<file path="config.mk">
export PLATFORM = sky130hd
export DESIGN_NAME = debug_dump_unit
export DESIGN_NICKNAME = d
export VERILOG_FILES = /design/src/rtl/debug_dump_unit_pkg.sv /design/src/rtl/debug_dump_unit_slot.sv /design/src/rtl/debug_dump_unit.sv
export SDC_FILE = /design/constraint.sdc
export NUM_CORES = 1
export LEC_CHECK = 0
export BUFFER_PORTS_ARGS = -buffer_cell sky130_fd_sc_hd__clkbuf_2
export CORE_ASPECT_RATIO = 0.8
export CORE_MARGIN = 2
export CORE_UTILIZATION = 40
export DETAILED_ROUTE_END_ITERATION = 7
export GPL_ROUTABILITY_DRIVEN = 0
export SLEW_MARGIN = 20
export SYNTH_ARGS = -nofsm -noshare
export SYNTH_HDL_FRONTEND = slang
export SYNTH_HIERARCHICAL = 1
export SYNTH_SLANG_ARGS = --single-unit
</file>
<file path="constraint.sdc">
create_clock -name clk -period 3.02 [get_ports clk]
set_input_delay 0 -clock clk [delete_from_list [all_inputs] [get_ports clk]]
set_output_delay 0 -clock clk [all_outputs]
set_load 0.02 [all_outputs]
</file>
<file path="src/rtl/debug_dump_unit_pkg.sv">
// Shared types for the debug dump responder: FSM states, beat payload and tag values.
package debug_dump_unit_pkg;

    localparam int unsigned DATA_W = 32;
    localparam int unsigned ADDR_W = 32;
    localparam int unsigned RIDX_W = 5;

    localparam logic DUMP_TAG_REG = 1'b0;
    localparam logic DUMP_TAG_MEM = 1'b1;

    typedef enum logic [2:0] {
        IDLE,
        REG,
        MEM_REQ,
        MEM_RESP,
        FLUSH,
        DONE
    } dump_state_e;

    typedef struct packed {
        logic              is_mem;
        logic [ADDR_W-1:0] addr;
        logic [DATA_W-1:0] data;
    } dump_beat_t;

endpackage

</file>
<file path="src/rtl/debug_dump_unit_slot.sv">
// Single-entry valid/ready output register; free_c is high when empty or being drained this cycle.
module dump_out_slot
    import debug_dump_unit_pkg::*;
(
    input  logic       clk,
    input  logic       rst,
    input  logic       load,
    input  dump_beat_t beat_in,
    input  logic       ready,
    output logic       valid,
    output dump_beat_t beat,
    output logic       free_c
);

    assign free_c = !valid || ready;

    always_ff @(posedge clk or posedge rst) begin
        if (rst) begin
            valid <= 1'b0;
            beat  <= '0;
        end else if (load && free_c) begin
            valid <= 1'b1;
            beat  <= beat_in;
        end else if (ready) begin
            valid <= 1'b0;
        end
    end

endmodule

</file>
<file path="src/rtl/debug_dump_unit.sv">
// On a debug rising edge, streams every register-file entry and then a window of data memory
// out over a valid/ready port, ascending order, registers first.
module debug_dump_unit
    import debug_dump_unit_pkg::*;
#(
    parameter int unsigned       NUM_REGS  = 32,
    parameter int unsigned       MEM_WORDS = 64,
    parameter logic [ADDR_W-1:0] MEM_BASE  = 32'h0000_0000
) (
    input  logic              clk,
    input  logic              rst,
    input  logic              debug,
    output logic [RIDX_W-1:0] rf_raddr,
    input  logic [DATA_W-1:0] rf_rdata,
    output logic [ADDR_W-1:0] mem_raddr,
    input  logic [DATA_W-1:0] mem_rdata,
    output logic              dump_valid,
    input  logic              dump_ready,
    output logic              dump_is_mem,
    output logic [ADDR_W-1:0] dump_addr,
    output logic [DATA_W-1:0] dump_data,
    output logic              busy,
    output logic              done
);

    localparam int unsigned MIDX_W = $clog2(MEM_WORDS) + 1;

    dump_state_e       state, state_n;
    logic [RIDX_W-1:0] idx_n;
    logic [MIDX_W-1:0] midx, midx_n;
    logic [ADDR_W-1:0] mem_raddr_n;
    logic              busy_n, done_n, debug_q;
    logic              load_c, slot_free_c;
    dump_beat_t        beat_in_c, slot_beat;

    dump_out_slot u_slot (
        .clk     (clk),
        .rst     (rst),
        .load    (load_c),
        .beat_in (beat_in_c),
        .ready   (dump_ready),
        .valid   (dump_valid),
        .beat    (slot_beat),
        .free_c  (slot_free_c)
    );

    assign dump_is_mem = slot_beat.is_mem;
    assign dump_addr   = slot_beat.addr;
    assign dump_data   = slot_beat.data;

    // rf_raddr doubles as the register index; mem_raddr is held across each request/response pair
    always_comb begin
        state_n     = state;
        idx_n       = rf_raddr;
        midx_n      = midx;
        mem_raddr_n = MEM_BASE;
        load_c      = 1'b0;
        beat_in_c   = '0;
        unique case (state)
            IDLE: begin
                idx_n  = '0;
                midx_n = '0;
                if (debug && !debug_q) state_n = REG;
            end
            REG: begin
                beat_in_c.is_mem = DUMP_TAG_REG;
                beat_in_c.addr   = ADDR_W'(rf_raddr);
                beat_in_c.data   = rf_rdata;
                if (slot_free_c) begin
                    load_c = 1'b1;
                    if (rf_raddr == RIDX_W'(NUM_REGS - 1)) begin
                        idx_n   = '0;
                        state_n = MEM_REQ;
                    end else begin
                        idx_n = rf_raddr + RIDX_W'(1);
                    end
                end
            end
            MEM_REQ: begin
                mem_raddr_n = mem_raddr;
                state_n     = MEM_RESP;
            end
            MEM_RESP: begin
                mem_raddr_n      = mem_raddr;
                beat_in_c.is_mem = DUMP_TAG_MEM;
                beat_in_c.addr   = mem_raddr;
                beat_in_c.data   = mem_rdata;
                if (slot_free_c) begin
                    load_c = 1'b1;
                    if (midx == MIDX_W'(MEM_WORDS - 1)) begin
                        mem_raddr_n = MEM_BASE;
                        state_n     = FLUSH;
                    end else begin
                        midx_n      = midx + MIDX_W'(1);
                        mem_raddr_n = mem_raddr + ADDR_W'(4);
                        state_n     = MEM_REQ;
                    end
                end
            end
            FLUSH: begin
                if (dump_valid && dump_ready) state_n = DONE;
            end
            DONE: begin
                state_n = IDLE;
            end
            default: begin
                state_n = IDLE;
            end
        endcase
        busy_n = state_n inside {REG, MEM_REQ, MEM_RESP, FLUSH};
        done_n = (state_n == DONE);
    end

    always_ff @(posedge clk or posedge rst) begin
        if (rst) begin
            state     <= IDLE;
            rf_raddr  <= '0;
            midx      <= '0;
            mem_raddr <= '0;
            busy      <= 1'b0;
            done      <= 1'b0;
            debug_q   <= 1'b0;
        end else begin
            state     <= state_n;
            rf_raddr  <= idx_n;
            midx      <= midx_n;
            mem_raddr <= mem_raddr_n;
            busy      <= busy_n;
            done      <= done_n;
            debug_q   <= debug;
        end
    end

endmodule
</file>
==> Word-level counts from Yosys, hierarchy flattened <==
Cells that the tools add are included.
{ "op_classes": {"n_addsub": 3, "multipliers": 0, "div_mod_pow": 0, "n_lt_le_gt_ge": 0, "eq_ne": 14, "n_shift": 0, "n_mux": 21, "bitwise": 1, "n_reduce_logical": 15} }
{ "op_table": {"columns": ["cell", "count"], "rows": [
  ["65-bit one-hot mux with 2 select lines", 1],
  ["32-bit two-way mux", 2],
  ["32-bit one-hot mux with 2 select lines", 1],
  ["32-bit by 3-bit adder with 32-bit output, second input constant", 1],
  ["3-bit two-way mux", 6],
  ["3-bit one-hot mux with 5 select lines", 1],
  ["7-bit two-way mux", 2],
  ["7-bit one-hot mux with 2 select lines", 1],
  ["3-bit by 2-bit equality test with 1-bit output, second input constant", 4],
  ["5-bit two-way mux", 2],
  ["5-bit one-hot mux with 2 select lines", 1],
  ["3-bit equality test, second input constant", 3],
  ["7-bit by 1-bit adder with 7-bit output, second input constant", 1],
  ["7-bit by 6-bit equality test with 1-bit output, second input constant", 1],
  ["3-bit by 1-bit equality test with 1-bit output, second input constant", 2],
  ["2-bit nonzero test", 3],
  ["5-bit by 1-bit adder with 5-bit output, second input constant", 1],
  ["5-bit equality test, second input constant", 1],
  ["1-bit two-way mux", 4],
  ["2-bit by 1-bit != test with 1-bit output, second input constant", 2],
  ["2-bit AND reduction", 2],
  ["4-bit nonzero test", 1],
  ["1-bit logical AND", 3],
  ["3-bit logical NOT", 1],
  ["other kinds (6)", 7]
]} }
{ "word_totals": {"regBits": 116, "latchBits": 0, "ramBits": 0, "mem_bits_ro": 0, "in_bits": 68, "mem_count": 0} }

==> Logic depth before layout (Yosys ltp) <==
{ "depth": {"word_depth": 6, "depth_mapped": 7, "mapped_depth_nobuf": 7} }

==> Hierarchy <==
The synthesis kept the hierarchy.
{ "modules_own_cells": {"columns": ["mod", "instances", "cells_each", "area_per_inst_um2"], "rows": [
  ["debug_dump_unit", 1, 360, 3198.1],
  ["dump_out_slot", 1, 142, 2731.4]
]} }

==> Worst setup path before layout <==
No wires, ideal clock.
{ "synth_path": {"kind": "register -> register", "from": "register u_slot.valid", "to": "register mem_raddr[26]", "setup_time_ns": 0.079, "arrival_ns": 1.746, "required_ns": 2.941, "setup_slack_ns": 1.194, "stages_incl_launch_ff": 8, "period_less_slack_ns": 1.826, "path_cell_list": "dfrtp_1 -> nand2b_4 -> and2_1 -> buf_2 -> o211ai_2 -> buf_2 -> nor4_1 -> mux2i_1"} }
{ "synth_between": {"elab_chain_cells": 4} }
{ "synth_rtl": {"columns": ["element", "line", "rtl"], "rows": [
  ["start: declaration", "debug_dump_unit_slot.sv:10", "output logic valid,"],
  ["start signal: assignment", "debug_dump_unit_slot.sv:19", "valid <= 1'b0;"],
  ["start signal: assignment", "debug_dump_unit_slot.sv:22", "valid <= 1'b1;"],
  ["start signal: assignment", "debug_dump_unit_slot.sv:25", "valid <= 1'b0;"],
  ["1-bit logical NOT", "debug_dump_unit_slot.sv:15", "assign free_c = !valid || ready;"],
  ["1-bit logical OR", "debug_dump_unit_slot.sv:15", null],
  ["net slot_free_c", "debug_dump_unit.sv:33", "logic load_c, slot_free_c;"],
  ["2-bit by 1-bit != test with 1-bit output (no source line)", null, null],
  ["2-bit AND reduction (no source line)", null, null],
  ["end signal: assignment", "debug_dump_unit.sv:127", "mem_raddr <= mem_raddr_n;"],
  ["end: declaration", "debug_dump_unit.sv:15", "output logic [ADDR_W-1:0] mem_raddr,"]
]} }
The timed path passes the listed nets, and every way through them passes these cells.
A chain may end at the register's enable or synchronous reset.

==> impl_metrics.tcl <==
set metrics [dict create \
    path_class "reg -> reg" \
    wirelength_um 16100 \
    cp_max_fo 33 \
    grt_pass1_vias 4994 \
    synth_seq_area_share_pct 48.11 \
    end_kind "flip-flop" \
    slowest_delay_ns 0.56 \
    avgRoutedWirePerCell_um 17.35 \
    fmax_ghz 0.3665 \
    finalSetupTns_ns 0 \
    coreArea_um2 14400 \
    gr-total-overflow 0 \
    nets 804 \
    r2r_start "state[2]$_DFF_PP0_" \
    yosysUniqueCellTypes 60 \
    slew_headroom_pct 41.62 \
    path_cells "nand3b_1 -> inv_4 -> buf_4 -> a22o_1 -> dlygate4sd3_1 -> mux2_2" \
    syn_inst 502 \
    h-tree-depth 4 \
    num_vias 4896 \
    drtIter0Drc 230 \
    synth_seq_cells 114 \
    finalClockSkew_ns 0.006401 \
    grt_usage_pct 21.04 \
    clkSlewWorstSetupHoldPaths_ns 0.05 \
    fin_ws_ns 0.2916 \
    die_y_um 112.9 \
    period_share_pct 90.34 \
    vias_per_cell 5.276 \
    ant_nets 0 \
    drc 20 \
    setup_viol 0 \
    met2_length_um 7517 \
    synthFlopType "dfrtp_1" \
    cts_root_buf "clkbuf_16" \
    numCtsBuffers 17 \
    slowest_stage "dlygate4sd3_1" \
    grt_max_degree 49 \
    total_power_mw 5.011 \
    hold_viol 0 \
    power.leakage_nw 3.884 \
    pre_cts_slack_ns 0.5971 \
    run_status "finished, violations left" \
    highest_layer "met4" \
    rsz0062_at_grt "no" \
    hpwl_um 10410 \
    avgSynthCellArea_um2 11.81 \
    tritoncts "yes" \
    ctsLongestPathBuffers 2 \
    hold_path_class "in -> async" \
    synth_edf_count 0 \
    maxCapViolCount 0 \
    wl_met3_um 1004 \
    clock_sinks 114 \
    nFillCells 1179 \
    critPathRequiredTime_ns 3.36 \
    area_growth_pct 35.91 \
    power_density_nw_per_um2 621.7 \
    antenna_found_initial 0 \
    worstSetupStartpoint "state[2]$_DFF_PP0_" \
    failed_checks "design-rule violations" \
    cp_data_arrival_time_ns 3.07 \
    pin_count 173 \
    die_x_um 140.1 \
    synth_warnings 6 \
    multi_input_area_um2 2791 \
    peakVddDrop_mv 0.3327 \
    netlist_area_um2 5929 \
    regArea_um2 2853 \
    crit_path_start_kind "flip-flop" \
    slew_violations 0 \
    period_needed_ns 2.728 \
    placementRows 39 \
    tightest_slew_ns 0.8747 \
    cts_setup_buffers 0 \
    port-buffer-count 170 \
    wl_met1_um 7366 \
    initial_core_util_pct 41.19 \
    die_area_um2 15820 \
    diodes 0 \
    insertion_delay_ns 0.41 \
    drtPass1Iterations 7 \
    grt_pass1_wl_um 26420 \
    drive_gt1_share_pct 37.77 \
    ys_async_sr_fraction_pct 100.0 \
]
[per-layer routing]
metal | track usage (%) | vias to the layer above
li1 | - | 2313
met1 | 27.99 | 2411
met2 | 34.25 | 154
met3 | 5.840 | 18
met4 | 5.589 | 0
met5 | 0 | -
[report_power, final]
| part | switching (mW) | internal [mW] |
|---|---|---|
| Combinational | 0.656 | 0.576 |
| Clock | 0.688 | 1.22 |
| Sequential | 0.139 | 1.73 |
[final timing paths]
path                                                to  slack [ns]  depth (start not counted)
max in group asynchronous  u_slot/beat[62]$_DFFE_PP0P_        1.81                          4
setup / recovery           u_slot/beat[10]$_DFFE_PP0P_        0.29                          6
min in group clk                     debug_q$_DFF_PP0_        0.26                          2
hold reg to reg            u_slot/beat[16]$_DFFE_PP0P_        0.50                          1
setup reg to reg           u_slot/beat[10]$_DFFE_PP0P_        0.29                          6
hold / removal                u_slot/valid$_DFFE_PP0P_        0.20                          3
[sequential cells by signal (all words and copies together), names as in the netlist]
name,cells
u_slot/beat,65
mem_raddr,30
midx,7
rf_raddr,5
state,3
busy,1
debug_q,1
done,1
u_slot/valid,1
[synthesized netlist by cell type, types with 5 or more instances]
master / number / area [µm²]
nor4_1: 10 / 62.56
dfrtp_1: 114 / 2853
and2_1: 28 / 175.2
or4_1: 11 / 82.58
clkbuf_1: 11 / 41.29
buf_2: 10 / 50.05
nand3_1: 15 / 75.07
nor2_1: 14 / 52.55
o31ai_1: 14 / 105.1
mux2_2: 15 / 168.9
nand2_1: 29 / 108.9
mux2i_1: 10 / 100.1
mux2_4: 50 / 750.7
inv_1: 10 / 37.54
a22o_1: 35 / 306.5
o21ai_0: 15 / 75.07
nand2b_1: 17 / 106.4
buf_12: 6 / 120.1
a21oi_1: 18 / 90.09
and3_1: 5 / 31.28
[layout by cell type (no fill, tap or decap), drive strengths merged, types with 11 or more instances in the layout]
master         n
clkbuf       190
dlygate4sd3   67
o21ai         17
nand2b        18
a22o          35
nand3         16
or4           11
o31ai         14
and2          28
nor2          14
nand2         30
mux2          65
dfrtp        114
a21oi         18
[stage by stage]
step,cells,cell area (µm²),utilization [%],hold slack [ns]
floorplan,503,5933,-,0.03143
global placement,830,6824,47.41,0.08189
detailed placement,830,6824,47.41,0.08965
CTS,928,8055,55.96,0.2102
global route,928,8059,55.98,0.2429
finish,928,8059,55.98,0.2030
[cells by family (layout without fill, tap and decap cells)]
family | after synthesis | after routing | synth area share [%]
simple gates | 156 | 156 | 15.45
flops | 114 | 114 | 48.11
compound gates | 104 | 104 | 12.79
mux | 75 | 75 | 17.20
buf+inv | 44 | 285 | 4.959
fa+ha+maj | 4 | 4 | 0.8441
xor+xnor | 4 | 4 | 0.5909
other cells | 1 | 2 | 0.06324
[critical path, delay by kind of cell, from the launching register on]
family | cells | cell delay [ns]
compound gates | 1 | 0.20
buf+inv | 3 | 1.37
flops | 1 | 0.50
mux | 1 | 0.14
simple gates | 1 | 0.44
[area by class of cell]
class	instances	area share (%)
Sequential cell	114	35.40
Tap cell	184	2.857
Clock inverter	11	1.413
Inverter	11	0.5589
Timing Repair Buffer	243	19.59
Multi-Input combinational cell	345	34.64
Clock buffer	20	5.543
[timing repair]
| item | 4_1_cts | 5_1_grt |
|---|---|---|
| gates resized for setup | 0 | 2 |
| setup endpoints to repair | 0 | 16 |
| endpoints found under the hold margin | 107 | 0 |
| hold buffers | 67 | 0 |
Power figures use the tool's default switching activity.
